$ cat src/rtl/data_mem_arbiter_pkg.sv
// Shared types for the data-memory arbiter: FSM state encoding and port IDs.
package data_mem_arbiter_pkg;

   typedef enum logic [1:0] {
      IDLE   = 2'd0,
      OWN_A  = 2'd1,
      OWN_B  = 2'd2,
      LOCK_B = 2'd3
   } arb_state_e;

   typedef enum logic {
      PORT_A = 1'b0,
      PORT_B = 1'b1
   } port_id_e;

   localparam int WE_W = 4;

endpackage

$ cat src/rtl/data_mem_arbiter.sv
// Two-port data-memory arbiter: round-robin between CPU (A) and DMA/debug (B),
// with a bounded exclusive lock for port B read-modify-write sequences.
//
// state  | meaning
// IDLE   | no access issued last cycle
// OWN_A  | port A was granted last cycle
// OWN_B  | port B was granted last cycle (unlocked)
// LOCK_B | port B holds the memory exclusively; port A is blocked
module data_mem_arbiter
   import data_mem_arbiter_pkg::*;
#(
   parameter int ADDR_W   = 11,
   parameter int DATA_W   = 32,
   parameter int LOCK_MAX = 16
) (
   input  logic              clk,
   input  logic              rst,
   input  logic              a_req,
   input  logic [WE_W-1:0]   a_we,
   input  logic [ADDR_W-1:0] a_addr,
   input  logic [DATA_W-1:0] a_wdata,
   output logic              a_gnt,
   output logic              a_rvalid,
   output logic [DATA_W-1:0] a_rdata,
   input  logic              b_req,
   input  logic              b_lock,
   input  logic [WE_W-1:0]   b_we,
   input  logic [ADDR_W-1:0] b_addr,
   input  logic [DATA_W-1:0] b_wdata,
   output logic              b_gnt,
   output logic              b_rvalid,
   output logic [DATA_W-1:0] b_rdata,
   output logic              mem_en,
   output logic [WE_W-1:0]   mem_we,
   output logic [ADDR_W-1:0] mem_addr,
   output logic [DATA_W-1:0] mem_wdata,
   input  logic [DATA_W-1:0] mem_rdata
);

   localparam int CNT_W = $clog2(LOCK_MAX + 1);
   localparam logic [CNT_W-1:0] CNT_MAX  = CNT_W'(LOCK_MAX);
   localparam logic [CNT_W-1:0] CNT_LAST = CNT_W'(LOCK_MAX - 1);

   arb_state_e        state_q, state_d;
   port_id_e          last_gnt_q;
   logic [CNT_W-1:0]  lock_cnt_q;
   logic              rv_a_q, rv_b_q;
   logic [DATA_W-1:0] a_rdata_q, b_rdata_q;
   logic              gnt_a, gnt_b;
   logic              lock_held, lock_enter;

   // The entry grant counts as the first of LOCK_MAX locked grants, so the lock
   // holds while lock_cnt (grants inside LOCK_B) is below LOCK_MAX-1.
   assign lock_held  = (state_q == LOCK_B) && b_lock && (lock_cnt_q < CNT_LAST);
   assign lock_enter = gnt_b && b_lock && !lock_held;

   always_comb begin
      gnt_a   = 1'b0;
      gnt_b   = 1'b0;
      state_d = IDLE;
      if (!rst) begin
         if (lock_held) begin
            gnt_b   = b_req;
            state_d = LOCK_B;
         end else begin
            if (state_q == LOCK_B && a_req) begin
               gnt_a = 1'b1;
            end else if (a_req && b_req) begin
               if (last_gnt_q == PORT_B) gnt_a = 1'b1;
               else                      gnt_b = 1'b1;
            end else begin
               gnt_a = a_req;
               gnt_b = b_req;
            end
            if (gnt_a)      state_d = OWN_A;
            else if (gnt_b) state_d = b_lock ? LOCK_B : OWN_B;
         end
      end
   end

   always_ff @(posedge clk) begin
      if (rst) begin
         state_q    <= IDLE;
         last_gnt_q <= PORT_B;
         lock_cnt_q <= '0;
         rv_a_q     <= 1'b0;
         rv_b_q     <= 1'b0;
         a_rdata_q  <= '0;
         b_rdata_q  <= '0;
      end else begin
         state_q <= state_d;
         if (gnt_a)      last_gnt_q <= PORT_A;
         else if (gnt_b) last_gnt_q <= PORT_B;
         if (lock_enter)
            lock_cnt_q <= '0;
         else if (lock_held && lock_cnt_q < CNT_MAX)
            lock_cnt_q <= lock_cnt_q + 1'b1;
         rv_a_q <= gnt_a;
         rv_b_q <= gnt_b;
         if (rv_a_q) a_rdata_q <= mem_rdata;
         if (rv_b_q) b_rdata_q <= mem_rdata;
      end
   end

   assign a_gnt     = gnt_a;
   assign b_gnt     = gnt_b;
   assign mem_en    = gnt_a | gnt_b;
   assign mem_we    = gnt_b ? b_we : (gnt_a ? a_we : '0);
   assign mem_addr  = gnt_b ? b_addr : a_addr;
   assign mem_wdata = gnt_b ? b_wdata : a_wdata;

   // Read data is passed straight through in the tagged cycle and held after.
   assign a_rvalid = rv_a_q & ~rst;
   assign b_rvalid = rv_b_q & ~rst;
   assign a_rdata  = a_rvalid ? mem_rdata : a_rdata_q;
   assign b_rdata  = b_rvalid ? mem_rdata : b_rdata_q;

endmodule

$ cat config.mk
export PLATFORM = sky130hd
export DESIGN_NAME = data_mem_arbiter
export DESIGN_NICKNAME = d
export VERILOG_FILES = /design/src/rtl/data_mem_arbiter_pkg.sv /design/src/rtl/data_mem_arbiter.sv
export SDC_FILE = /design/constraint.sdc
export NUM_CORES = 1
export LEC_CHECK = 0
export ABC_CLOCK_PERIOD_IN_PS = 3500
export CAP_MARGIN = 40
export CORE_ASPECT_RATIO = 1.2
export CORE_MARGIN = 3
export CORE_UTILIZATION = 40
export DETAILED_ROUTE_END_ITERATION = 8
export PLACE_DENSITY = 0.81
export SYNTH_ARGS = -nofsm -noshare
export SYNTH_HDL_FRONTEND = slang
export SYNTH_SLANG_ARGS = --single-unit
$ cat constraint.sdc
create_clock -name clk -period 3.5 [get_ports clk]
set_input_delay 0.7 -clock clk [delete_from_list [all_inputs] [get_ports clk]]
set_output_delay 0.7 -clock clk [all_outputs]
set_load 0.05 [all_outputs]
Word level (Yosys, flattened, before mapping):

Index checks and enable logic that the tools add are counted.

* flip-flop bits (word level): 74
* bits of input ports: 131
* output and inout bits: 116
* word-level logic and storage cells: 51

* $add $sub $neg: 1
* magnitude comparators: 2
* eq/ne operators: 1
* muxes and demuxes: 26
* bitwise logic cells: 4
* reductions and logical operators: 10

Operators with widths (count)
* 2-to-1 mux 32 bit: 3
* 2-to-1 mux 1 bit: 17
* 2-to-1 mux 11 bit: 1
* 2-to-1 mux 4 bit: 2
* logical AND 1 bit: 7
* 2-to-1 mux 2 bit: 3
* adder 5 x 1 -> 5 bit (second input constant): 1
* less-than comparator 5 x 4 -> 1 bit (second input constant): 1
* less-than comparator 5 bit (second input constant): 1
* bitwise AND 1 bit: 2
* == test 2 bit (second input constant): 1
* nonzero test 2 bit: 1
* OR reduction 2 bit: 1
* zero test 1 bit: 1
* inverter 1 bit: 1
* OR 1 bit: 1

Longest topological paths before layout:

* depth in word-level cells: 10
* gate-level depth with buffers: 5
* mapped depth without buffers: 4

Least setup slack after synthesis:

OpenSTA, ideal clock, no wires.

* path type: input port to output port
* from: input a_req
* to: output mem_we[0]
* arrival time: 2.523 ns
* data required time: 2.800 ns
* slack: 0.277 ns
* cell stages on the path: 4
* buffers on the path: 1
* cell sequence: buf_2 > inv_1 > a211o_1 > o32ai_1

* cells in the longest elaborated chain, start to end: 9
* elaborated cells between the ends (all ways): 16
* classes of those cells: 14 x mux; 2 x reduce/logical

RTL lines
* from (decl): RTL line data_mem_arbiter.sv:18 `input logic a_req,`
* logical AND 1 bit: RTL line data_mem_arbiter.sv:68 `end else if (a_req && b_req) begin`
* 2-to-1 mux 1 bit: RTL line data_mem_arbiter.sv:68
* 2-to-1 mux 1 bit: RTL line data_mem_arbiter.sv:66 `if (state_q == LOCK_B && a_req) begin`
* 2-to-1 mux 1 bit: RTL line data_mem_arbiter.sv:62 `if (lock_held) begin`
* 2-to-1 mux 1 bit: RTL line data_mem_arbiter.sv:61 `if (!rst) begin`
* 2-to-1 mux 1 bit: RTL line data_mem_arbiter.sv:62
* 2-to-1 mux 1 bit: RTL line data_mem_arbiter.sv:61
* 2-to-1 mux 4 bit: RTL line data_mem_arbiter.sv:108 `assign mem_we = gnt_b ? b_we : (gnt_a ? a_we : '0);`
* 2-to-1 mux 4 bit (*): RTL line data_mem_arbiter.sv:108
* to (decl): RTL line data_mem_arbiter.sv:34 `output logic [WE_W-1:0] mem_we,`

Every way passes the cells marked *; elsewhere a longest branch is shown, timed or not. The select of a mux whose other input is x is not followed.

Final worst setup path:

* from: input b_lock
* to: output mem_addr[10]

* cells in the longest elaborated chain, start to end: 5

RTL lines
* from (decl): RTL line data_mem_arbiter.sv:26 `input logic b_lock,`
* logical AND 1 bit (2 in a row): RTL line data_mem_arbiter.sv:54 `assign lock_held = (state_q == LOCK_B) && b_lock && (lock_cnt_q < CNT_LAST);`
* 2-to-1 mux 1 bit: RTL line data_mem_arbiter.sv:62
* 2-to-1 mux 1 bit: RTL line data_mem_arbiter.sv:61
* 2-to-1 mux 11 bit: RTL line data_mem_arbiter.sv:109 `assign mem_addr = gnt_b ? b_addr : a_addr;`
* to (decl): RTL line data_mem_arbiter.sv:35 `output logic [ADDR_W-1:0] mem_addr,`

Every way passes these cells.

==> report_table.html <==
<table>
<tr><th>Metric</th><th>Value</th></tr>
<tr><th colspan="2">Status</th></tr>
<tr><td>Run status</td><td>complete, no violations</td></tr>
<tr><th colspan="2">Route</th></tr>
<tr><td>Starting DRT DRC Count</td><td>245</td></tr>
<tr><td>Final routed DRC violation total</td><td>0</td></tr>
<tr><td>Drt pass-1 iters</td><td>4</td></tr>
<tr><td>Post-DR wirelength/cell</td><td>17.6 um</td></tr>
<tr><td>Antenna violation net count after detailed routing</td><td>0</td></tr>
<tr><td>Post-detailed-route via-to-cell ratio</td><td>5.53</td></tr>
<tr><td>Via Count</td><td>5,136</td></tr>
<tr><td>Final WL</td><td>16.3 mm</td></tr>
<tr><th colspan="2">Critical path</th></tr>
<tr><td>Endpoint kind of the worst setup timing path</td><td>primary output</td></tr>
<tr><td>Type of the worst setup path</td><td>input port to primary output</td></tr>
<tr><td>Maximum fanout count along the critical path</td><td>28</td></tr>
<tr><td>Arrival time of the worst setup path</td><td>2550 ps</td></tr>
<tr><td>Type of origin of the critical path</td><td>input port</td></tr>
<tr><td>Required time at the endpoint of the critical path</td><td>2800 ps</td></tr>
<tr><th colspan="2">Final layout</th></tr>
<tr><td>Antenna cells</td><td>0</td></tr>
<tr><td>Final instance count without filler cells</td><td>929</td></tr>
<tr><td>Final-stage net count</td><td>899</td></tr>
<tr><td>Area growth syn-to-layout</td><td>61.2%</td></tr>
<tr><td>Final design instance area without fill</td><td>7730 um2</td></tr>
<tr><td>Fraction of final layout cells sized beyond drive strength 1</td><td>29.0%</td></tr>
<tr><th colspan="2">Floorplanning</th></tr>
<tr><td>Floorplan die width</td><td>106 um</td></tr>
<tr><td>Vertical die dimension</td><td>126 um</td></tr>
<tr><td>Top-Level Pins</td><td>247</td></tr>
<tr><td>Total number of placement rows</td><td>43</td></tr>
<tr><td>Total Die Area</td><td>13,300 um2</td></tr>
<tr><td>Core ar.</td><td>11,600 um2</td></tr>
<tr><td>Starting utilization of the core area</td><td>41.3%</td></tr>
<tr><th colspan="2">Synthesis</th></tr>
<tr><td>Syn Nets</td><td>686</td></tr>
<tr><td>Share of Yosys cell area claimed by the top area cell type</td><td>30.9%</td></tr>
<tr><td>Most used flip-flop cell after synthesis</td><td>dfxtp_1</td></tr>
<tr><td>Cell type with the highest aggregate area in the netlist</td><td>dfxtp_1</td></tr>
<tr><td>Cell with the most instances after synthesis</td><td>nand2_1</td></tr>
<tr><td>Top cells by instance count after synthesis</td><td>nand2_1 (92), dfxtp_1 (74), nor2_1 (70), mux2_2 (64), mux2i_1 (64)</td></tr>
<tr><td>Number of different library cells in the post-synthesis netlist</td><td>37</td></tr>
<tr><td>EDFF count, synth</td><td>0</td></tr>
<tr><td>Total standard cell area after synthesis</td><td>4800 um2</td></tr>
<tr><td>Largest cells by area after synthesis</td><td>dfxtp_1 (31%), mux2_2 (15%), mux2i_1 (13%)</td></tr>
<tr><td>Sequential cell area fraction in the yosys report</td><td>30.9%</td></tr>
<tr><td>Gate Count Post-Synth</td><td>554</td></tr>
<tr><td>Seq cells post-synth</td><td>74</td></tr>
<tr><td>Mean area per synthesized cell</td><td>8.66 um2</td></tr>
<tr><td>Share of flip-flops with an asynchronous set or reset</td><td>0%</td></tr>
<tr><td>Total of warnings raised by yosys</td><td>0</td></tr>
<tr><th colspan="2">STA</th></tr>
<tr><td>Maximum achievable frequency</td><td>308 MHz</td></tr>
<tr><td>Clock skew after layout</td><td>3.70 ps</td></tr>
<tr><td>Count of final setup violators</td><td>0</td></tr>
<tr><td>Max-slew headroom at the worst pin</td><td>52.7%</td></tr>
<tr><td>Setup TNS</td><td>0 ps</td></tr>
<tr><td>Slew at the pin closest to its max-slew limit</td><td>709 ps</td></tr>
<tr><td>Setup repair after global routing missed its margin</td><td>false</td></tr>
<tr><td>Part of the cycle the worst path needs</td><td>92.9%</td></tr>
<tr><td>Hold Fails Final Rpt</td><td>0</td></tr>
<tr><td>Pins over their slew limit</td><td>0</td></tr>
<tr><td>Tmin final</td><td>3250 ps</td></tr>
<tr><th colspan="2">Clock tree</th></tr>
<tr><td>CTS Buf Count</td><td>9</td></tr>
<tr><td># hold bufs at CTS</td><td>0</td></tr>
<tr><td>Clock Sink Count</td><td>74</td></tr>
<tr><td>CTS tree</td><td>yes</td></tr>
<tr><td>Maximum buffer depth of the clock tree</td><td>2</td></tr>
<tr><td>Quantity of gates resized following cts</td><td>0</td></tr>
<tr><td>H-tree lvl count</td><td>3</td></tr>
<tr><td>Root Buffer</td><td>clkbuf_16</td></tr>
<tr><td>Post-CTS Setup Inserts</td><td>0</td></tr>
<tr><td>Clock input transition at the sequential cells of the worst setup and hold paths</td><td>60 ps</td></tr>
<tr><td>Clock latency on the worst-skew pair</td><td>320 ps</td></tr>
<tr><th colspan="2">GRT</th></tr>
<tr><td>Total global-route track usage</td><td>23.7%</td></tr>
<tr><td>Number of global-route vias before repair</td><td>5,211</td></tr>
<tr><td>Number of antenna violations at the first check in global routing</td><td>0</td></tr>
<tr><td>Pin count of the biggest net entering global routing</td><td>65</td></tr>
<tr><td>Global-route wire length before repair</td><td>25.7 mm</td></tr>
<tr><td>Global route total overflow</td><td>0</td></tr>
<tr><th colspan="2">Job</th></tr>
<tr><td>Number of max-cap violations</td><td>0</td></tr>
<tr><th colspan="2">Pwr</th></tr>
<tr><td>Cell area power density</td><td>379 nW/um2</td></tr>
<tr><td>Peak supply drop</td><td>0.247 mV</td></tr>
<tr><td>Total leakage power</td><td>3.15 nW</td></tr>
<tr><th colspan="2">Placed design</th></tr>
<tr><td>Routability cong.</td><td>1.09</td></tr>
<tr><td>Count of port buffers added during placement</td><td>246</td></tr>
<tr><td>Placed wire-length estimate</td><td>12.3 mm</td></tr>
<tr><td>Instance count after placement with tap cells included</td><td>913</td></tr>
<tr><td>Total cell area at the placement stage</td><td>7440 um2</td></tr>
<tr><th colspan="2">Hold path</th></tr>
<tr><td>Path category of the worst min-delay check</td><td>flop to flop</td></tr>
</table>
==> cells by family (layout without fill, tap and decap cells) <==
kind of cell,Yosys count,after routing,synth area share (%)
flops,74,74,30.9
fa+ha+maj,1,1,0.261
buf+inv,65,283,6.68
compound gates,108,108,18.6
simple gates,178,178,15.2
mux,128,128,28.4
==> through the flow <==
step	utilization, %	worst slack (ps)	hold slack [ps]	power, mW
2_1_floorplan	-	277	454	1.59
3_3_place_gp	64.0	369	466	2.06
3_5_place_dp	64.0	280	475	2.07
4_1_cts	66.5	264	492	2.96
5_1_grt	66.5	161	510	3.06
6_report	66.5	248	488	2.93
==> state kept, by name (all words and copies together) (netlist names) <==
name and count:
a_rdata_q 32, b_rdata_q 32, last_gnt_q 1, lock_cnt_q 5
rv_a_q 1, rv_b_q 1, state_q 2
==> layer usage <==
layer	vias up	global-route usage [%]	wire length, um
met5	-	0	0
met4	0	9.53	545
met3	44	7.18	1370
met2	243	42.4	8040
met1	2400	26.2	6360
li1	2449	-	-
==> where the power goes <==
part / leakage, nW / switching (mW) / internal, mW
clock: 0.136 / 0.332 / 0.549
sequential: 0.605 / 0.0196 / 0.882
combinational: 2.41 / 0.673 / 0.476
total: 3.15 / 1.02 / 1.91
==> cell usage in the layout, fill, tap and decap left out, types with 9 or more instances in the layout <==
| cell type | synthesis | routed |
|---|---|---|
| buf_12 | 0 | 36 |
| buf_4 | 0 | 95 |
| clkbuf_16 | 0 | 9 |
| clkdlybuf4s50_1 | 0 | 129 |
| dfxtp_1 | 74 | 72 |
| mux2_2 | 64 | 64 |
| mux2i_1 | 64 | 64 |
| nand2_1 | 92 | 92 |
| nor2_1 | 70 | 70 |
| o2111ai_1 | 43 | 43 |
| o211ai_1 | 38 | 38 |
==> area by class of cell <==
class / count / area (um2)
sequential: 74 / 1480
fill: 929 / 3890
multi-input combinational: 415 / 3010
clock inverter: 5 / 55.1
timing repair buffer: 261 / 2730
inverter: 6 / 22.5
tap: 157 / 196
clock buffer: 11 / 233
==> critical path, stage by stage <==
cell and delay, ps:
clkdlybuf4s50_1 440, and4b_1 320, a211oi_4 320, buf_4 360, o211ai_1 180, buf_4 220
==> worst paths after layout <==
check	start	endpoint	slack, ps	cells past startpoint
setup / recovery	b_lock	mem_addr[10]	250	6
hold / removal	b_rdata_q[2]	b_rdata_q[2]	490	2
hold reg to reg	b_rdata_q[2]	b_rdata_q[2]	490	2
setup reg to reg	state_q[0]	lock_cnt_q[2]	1770	4
(Power assumes the default switching activity.)
